[src/rtl/scarv_cop_issue_ctrl.sv]
// Issue/retire controller between the CPU/COP handshake and the NFU functional units.
// Handles one instruction at a time, with abort, optional timeout, illegal-dispatch detection and perf counters.
module scarv_cop_issue_ctrl #(
    parameter int         NFU         = 4,
    parameter int         TIMEOUT     = 0,
    parameter logic [2:0] RES_BAD_INS = 3'b001,
    parameter logic [2:0] RES_TIMEOUT = 3'b110,
    parameter logic [2:0] RES_ABORT   = 3'b111
) (
    input  logic               g_clk,
    input  logic               g_resetn,
    input  logic               cpu_insn_req,
    output logic               cop_insn_ack,
    input  logic               cpu_abort_req,
    output logic               cop_insn_rsp,
    input  logic               cpu_insn_ack,
    input  logic               id_exception,
    input  logic [NFU-1:0]     id_fu_sel,
    input  logic               id_gpr_wen,
    input  logic [4:0]         id_rd,
    output logic [NFU-1:0]     fu_ivalid,
    input  logic [NFU-1:0]     fu_idone,
    input  logic [3*NFU-1:0]   fu_result,
    input  logic [31:0]        fu_gpr_wdata,
    output logic               cop_wen,
    output logic [4:0]         cop_waddr,
    output logic [31:0]        cop_wdata,
    output logic [2:0]         cop_result,
    output logic [31:0]        perf_retired,
    output logic [31:0]        perf_busy
);

    typedef enum logic [1:0] {
        S_IDLE,
        S_WAITING,
        S_EXECUTING,
        S_FINISHED
    } state_t;

    localparam logic [31:0] TLIM = (TIMEOUT == 0) ? 32'd0 : 32'(TIMEOUT - 1);

    state_t      state, state_d;
    logic        ack_d, rsp_d;
    logic [31:0] tcnt;

    logic        accept, retire, executing, insn_valid;
    logic        sel_onehot, illegal;
    logic        bad_hit, done_hit, abort_hit, timeout_hit, finish;
    logic [2:0]  sel_res, result_d;

    assign accept     = cpu_insn_req & cop_insn_ack;
    assign retire     = cop_insn_rsp & cpu_insn_ack;
    assign executing  = (state == S_EXECUTING);
    assign insn_valid = accept | executing;

    // x & (x-1) clears the lowest set bit, so zero means at most one bit was set.
    assign sel_onehot = (id_fu_sel != '0) && ((id_fu_sel & (id_fu_sel - NFU'(1))) == '0);
    assign illegal    = id_exception | ~sel_onehot;

    assign fu_ivalid  = {NFU{insn_valid & ~illegal}} & id_fu_sel;

    assign bad_hit     = accept & illegal;
    assign done_hit    = insn_valid & |(fu_idone & id_fu_sel);
    assign abort_hit   = executing & cpu_abort_req;
    assign timeout_hit = (TIMEOUT != 0) && executing && (tcnt == TLIM);
    assign finish      = bad_hit | done_hit | abort_hit | timeout_hit;

    always_comb begin
        sel_res = '0;
        for (int i = 0; i < NFU; i++) begin
            if (id_fu_sel[i]) sel_res = sel_res | fu_result[3*i +: 3];
        end
    end

    // Completion outranks abort and timeout landing in the same cycle.
    always_comb begin
        if (bad_hit)        result_d = RES_BAD_INS;
        else if (done_hit)  result_d = sel_res;
        else if (abort_hit) result_d = RES_ABORT;
        else                result_d = RES_TIMEOUT;
    end

    always_comb begin
        state_d = state;
        ack_d   = cop_insn_ack;
        rsp_d   = cop_insn_rsp;
        case (state)
            S_IDLE: begin
                state_d = S_WAITING;
                ack_d   = 1'b1;
            end
            S_WAITING: begin
                ack_d = 1'b1;
                if (accept) begin
                    ack_d = 1'b0;
                    if (finish) begin
                        state_d = S_FINISHED;
                        rsp_d   = 1'b1;
                    end else begin
                        state_d = S_EXECUTING;
                    end
                end
            end
            S_EXECUTING: begin
                if (finish) begin
                    state_d = S_FINISHED;
                    rsp_d   = 1'b1;
                end
            end
            S_FINISHED: begin
                if (retire) begin
                    state_d = S_WAITING;
                    rsp_d   = 1'b0;
                    ack_d   = 1'b1;
                end
            end
            default: begin
                state_d = S_IDLE;
                ack_d   = 1'b0;
                rsp_d   = 1'b0;
            end
        endcase
    end

    always_ff @(posedge g_clk) begin
        if (!g_resetn) begin
            state        <= S_IDLE;
            cop_insn_ack <= 1'b0;
            cop_insn_rsp <= 1'b0;
        end else begin
            state        <= state_d;
            cop_insn_ack <= ack_d;
            cop_insn_rsp <= rsp_d;
        end
    end

    always_ff @(posedge g_clk) begin
        if (!g_resetn) begin
            tcnt <= '0;
        end else if (state_d == S_EXECUTING && state != S_EXECUTING) begin
            tcnt <= '0;
        end else if (executing) begin
            tcnt <= tcnt + 32'd1;
        end
    end

    always_ff @(posedge g_clk) begin
        if (!g_resetn) begin
            cop_wen    <= 1'b0;
            cop_waddr  <= '0;
            cop_wdata  <= '0;
            cop_result <= '0;
        end else if (finish) begin
            cop_wen    <= id_gpr_wen & (result_d == 3'b000);
            cop_waddr  <= id_rd;
            cop_wdata  <= fu_gpr_wdata;
            cop_result <= result_d;
        end
    end

    always_ff @(posedge g_clk) begin
        if (!g_resetn) begin
            perf_retired <= '0;
            perf_busy    <= '0;
        end else begin
            if (retire)    perf_retired <= perf_retired + 32'd1;
            if (executing) perf_busy    <= perf_busy + 32'd1;
        end
    end

endmodule

[config.mk]
export PLATFORM = sky130hd
export DESIGN_NAME = scarv_cop_issue_ctrl
export DESIGN_NICKNAME = d
export VERILOG_FILES = /design/src/rtl/scarv_cop_issue_ctrl.sv
export SDC_FILE = /design/constraint.sdc
export NUM_CORES = 1
export LEC_CHECK = 0
export ABC_AREA = 1
export CAP_MARGIN = 40
export CORE_ASPECT_RATIO = 1.4
export CORE_MARGIN = 2
export CORE_UTILIZATION = 46
export DETAILED_ROUTE_END_ITERATION = 10
export GPL_TIMING_DRIVEN = 0
export PLACE_DENSITY_LB_ADDON = 0.12
export SYNTH_ARGS = -nofsm -noshare
export SYNTH_HDL_FRONTEND = slang
export SYNTH_SLANG_ARGS = --single-unit
[constraint.sdc]
create_clock -name g_clk -period 2.08 [get_ports g_clk]
set_input_delay 0.52 -clock g_clk [delete_from_list [all_inputs] [get_ports g_clk]]
set_output_delay 0.52 -clock g_clk [all_outputs]
set_load 0.01 [all_outputs]
After elaboration in Yosys (flattened, before gate mapping). Cells that the tools add are included.

$add $sub $neg: 3. Multipliers: 0. Magnitude comparators: 0. Divide/modulo/power cells: 0. Multiplexer cells: 19. Shift operators: 0. Reductions and logical operators: 11. Bitwise operators: 19. Eq/ne operators: 6.

Operators with widths (number): 32-bit by 1-bit adder with 32-bit output, second input constant (2); 3-bit 2-to-1 mux (6); 4-bit AND (3); 3-bit OR (3); 2-bit one-hot mux with 4 select lines (1); 1-bit AND (7); 1-bit 2-to-1 mux (7); 2-bit 2-to-1 mux (3); 1-bit one-hot mux with 3 select lines (2); 3-bit AND reduction (2); 3-bit nonzero test (2); 2-bit == test, second input constant (2); 4-bit logical NOT (1); 2-bit != test, second input constant (2); 1-bit OR (4); 4-bit nonzero test (1); 4-bit OR reduction (1); 4-bit by 1-bit subtractor with 4-bit output, second input constant (1); 3-bit logical NOT (1); 2-bit by 1-bit == test with 1-bit output, second input constant (1); 2-bit logical NOT (1); 2-bit by 1-bit != test with 1-bit output, second input constant (1); 1-bit NOT (2); 2-bit AND reduction (1); 1-bit logical AND (1).

RAM bits: 0. Memories kept: 0. Bits in latches: 0. Word-level logic and storage cells: 67. Register bits after elaboration: 109. Bits of input ports: 64. Memory bits (read-only): 0.

Logic depth before layout (Yosys ltp).
Word-level depth: 12. Gate-level depth with buffers: 13.

Worst setup path before layout. Ideal clock, no wire load.

Kind: register to register. Start: reg state[0]. End: reg perf_busy[23]. Stages on the path, launching flop included: 13. Path buffers: 1. Arrival time: 1.545 ns. Library setup time: 0.116 ns. Slack: 0.419 ns. Data required time: 1.964 ns. Cell sequence: dfxtp_1 > inv_1 > ha_1 > buf_4 > nand2_2 > nor2_4 > nand2_2 > nor2_4 > nand2_1 > nor2_1 > inv_1 > o21ai_1 > a21oi_1.

Word-level cells in the longest chain between the ends: 1.

RTL lines: start: declaration (RTL line 42) `state_t state, state_d;`; start signal: assignment (RTL line 131) `state <= state_d;`; 2-bit == test (RTL line 53) `assign executing = (state == S_EXECUTING);`; end signal: assignment (RTL line 167) `if (executing) perf_busy <= perf_busy + 32'd1;`; end: declaration (RTL line 30) `output logic [31:0] perf_busy`.

Every way passes these cells. A chain may end at the register's enable or synchronous reset.

Final worst setup path.
Start: reg state[0]. End: out fu_ivalid[2].

Word-level cells in the longest chain between the ends: 4.

RTL lines: 2-bit == test (RTL line 53); 1-bit OR (RTL line 54) `assign insn_valid = accept | executing;`; 1-bit AND (RTL line 60) `assign fu_ivalid = {NFU{insn_valid & ~illegal}} & id_fu_sel;`; 4-bit AND (RTL line 60); end: declaration (RTL line 21) `output logic [NFU-1:0] fu_ivalid,`.

Every way passes these cells.

==> flow_metrics.tcl <==
set metrics [dict create \
    status "completed" \
    slowest_delay_ns 0.36 \
    setup.worst_path.start_class "flop" \
    clk_path_buf_depth 2 \
    areaGrowthSynthToFinish_pct 43.2 \
    synth_top_area_share_pct 41.1 \
    clk_latency_ns 0.35 \
    first_pass_iters 7 \
    n_fill_cell 1032 \
    place.gp.congestion 0.839 \
    clock_sinks 109 \
    synth_seq_cells 109 \
    grt-ovfl-total 0 \
    port_buffers 174 \
    grt_max_degree 20 \
    leakagePower_nw 2.99 \
    antenna_cells 0 \
    cts_hold_buffers 0 \
    core_region_area_sq_um 11300 \
    globalRouteTotalUtil_pct 24.4 \
    cp_max_fo 4 \
    critPathCaptureType "primary output" \
    vias_per_cell 4.97 \
    yosysUniqueCellTypes 37 \
    antenna_found_initial 0 \
    max_freq_mhz 482 \
    syn_area_per_cell_sq_um 6.78 \
    synth_cells 784 \
    wirelength_um 14900 \
    hp-class "reg2reg" \
    drtAntennaViolNets 0 \
    cp_data_arrival_time_ns 1.56 \
    synth_edf_count 0 \
    synthTopCellsByArea "dfxtp_1 41%, nor2_1 11%, nand2_1 11%" \
    max-slew-margin-rel_pct 55.1 \
    synth_most_common_cell "nor2_1" \
    dp.cells 1102 \
    worstPathRequired_ns 1.56 \
    tritoncts "built" \
    ys_warn_count 0 \
    tightestPinTransition_ns 0.674 \
    boundaryPins 175 \
    r2r-start "state[0]" \
    cts_buffers 9 \
    setup_viol 0 \
    synth.net_count 855 \
    synthesis.area_sq_um 5310 \
    drt_iter0_drc 213 \
    finalWorstSetupSlack_ns 0.00316 \
    die_area_sq_um 12400 \
    path_class "reg2out" \
    cp-endpoint "fu_ivalid[2]" \
    cts_root_buf "clkbuf_16" \
    timing.rr.end "perf_busy[19]" \
    reg2reg_depth 13 \
    die_y_um 131 \
    rsz0062_at_grt "true" \
    via_count 5605 \
    yosys_most_used_dff "dfxtp_1" \
    die_w_um 94.8 \
    synth_common_cells "160 x nor2_1, 152 x nand2_1, 109 x dfxtp_1, 92 x inv_1, 61 x o21ai_0" \
    htreeDepth 3 \
    startpoint "state[0]" \
    rows 46 \
    synth_top_area_cell "dfxtp_1" \
    dp.final_hpwl_um 11300 \
    wl_per_cell_um 13.2 \
    hold_viol_final 0 \
    slowest_stage "dfxtp_4" \
    powerDensity_nw_per_um2 798 \
    seq_area_frac_synth_pct 41.1 \
    fin_skew_ns 0.00834 \
    crit_path_cell_trace "inv_4 > ha_4 > inv_8 > nand2_4 > nand4_1 > buf_4 > nor2_1 > buf_2" \
    drive_gt1_share_pct 9.66 \
    grt_pass1_vias 5268 \
    drc 0 \
    r2r_slack_ns 0.15 \
    slew_viol_final 0 \
    ir_drop_mv 0.546 \
    cap_violations 0 \
    stdcell_count 1127 \
    start_util_pct 47.1 \
    grt_pass1_wl_um 24400 \
    dp_slack_ns -0.708 \
    clk_pin_slew_ns 0.07 \
    finalCriticalPeriod_ns 2.08 \
    postSynth.asyncResetShare_pct 0 \
    layout.nets 1049 \
    fin_crit_sh_pct 99.8 \
]
## cell type report
cell class              instances  area, sq um  area share, %
multi-input cells             557         2690           35.3
flip-flops and latches        109         2190           28.8
repair buffers                183         1780           23.4
inverters                      98          379           4.98
clock buffers                   9          225           2.96
well taps                     144          180           2.37
plain buffers                  20          110           1.45
clock inverters                 7         56.3          0.740
## cell families (layout without fill, tap and decap cells)
group | Yosys count | in the layout | synth area share, %
fa+ha+maj | 7 | 7 | 1.65
buf+inv | 118 | 317 | 9.02
flops | 109 | 109 | 41.1
simple gates | 431 | 431 | 35.9
compound gates | 109 | 109 | 10.8
xor+xnor | 10 | 10 | 1.65
## sequential cells by signal (all words and copies together), names as in the netlist
signal and cells:
cop_wdata 32, cop_result 3, cop_waddr 5, cop_insn_rsp 1, perf_busy 32, cop_wen 1, state 2, perf_retired 32
cop_insn_ack 1
## through the flow
step / power (mW) / hold WS (ns) / area, sq um / utilization [%] / TNS (ns)
6_report: 6.07 / 0.471 / 7610 / 67.5 / 0
4_1_cts: 6.09 / 0.471 / 7600 / 67.4 / -0.0304
3_5_place_dp: 4.32 / 0.456 / 7240 / 64.1 / -12.28
5_1_grt: 6.43 / 0.484 / 7610 / 67.5 / -0.134
3_3_place_gp: 4.32 / 0.456 / 7240 / 64.1 / -11.55
2_1_floorplan: 3.44 / 0.481 / 5310 / - / 0
## layout by cell type (no fill, tap or decap), drive strengths merged
cell type      netlist  final
a31oi                3      3
nor3b                4      4
clkdlybuf4s15        0      2
nand2              158    158
nand3               38     38
clkbuf              11     22
o21a                 5      5
buf                  9     22
o211ai               1      1
nor3                22     22
xnor2                5      5
nor2               185    185
a211oi               1      1
a21oi               36     36
ha                   7      7
o21ai               62     62
o21ba                1      1
clkdlybuf4s50        0    164
and3                 3      3
clkinv               1      4
dfxtp              109    109
dlygate4sd2          0      2
nor4                 3      3
nand3b               2      2
nand4               16     16
xor2                 5      5
inv                 97    101
## report_power, final
part	internal [mW]	total (mW)	switching (mW)
clock	0.834	1.67	0.838
sequential	2.38	2.55	0.169
combinational	0.923	1.85	0.930
total	4.13	6.07	1.94
## what timing repair did
action                                  in CTS  in global routing
endpoints found under the setup margin       4                  7
gates resized for setup                     42                 10
pin swaps                                    6                  4
buffers inserted                             7                  2
## critical path: cells and delay by family, from the launching register on
family,cells,cell delay (ns)
AND/OR/NAND/NOR,3,0.29
flip-flops,1,0.36
adder cells (fa/ha/maj),1,0.16
buffers and inverters,4,0.41
## worst min path at each step
stage	startpoint	endpoint	slack, ns	cells past startpoint
after floorplan	perf_retired[21]	perf_retired[21]	0.48	2
after global placement	cop_result[2]	cop_result[2]	0.46	2
after detailed placement	cop_result[1]	cop_result[1]	0.46	2
after CTS	perf_retired[21]	perf_retired[21]	0.47	2
after global routing	cop_result[1]	cop_result[1]	0.48	2
final	cop_result[1]	cop_result[1]	0.47	2
## layer usage
metal / global-route usage [%] / vias to the layer above / part of all wire, %
li1: - / 2882 / -
met1: 28.2 / 2517 / 40
met2: 42.5 / 182 / 51
met3: 7.22 / 24 / 7.7
met4: 7.65 / 0 / 1.9
met5: 0 / - / 0
(Power assumes the default switching activity.)
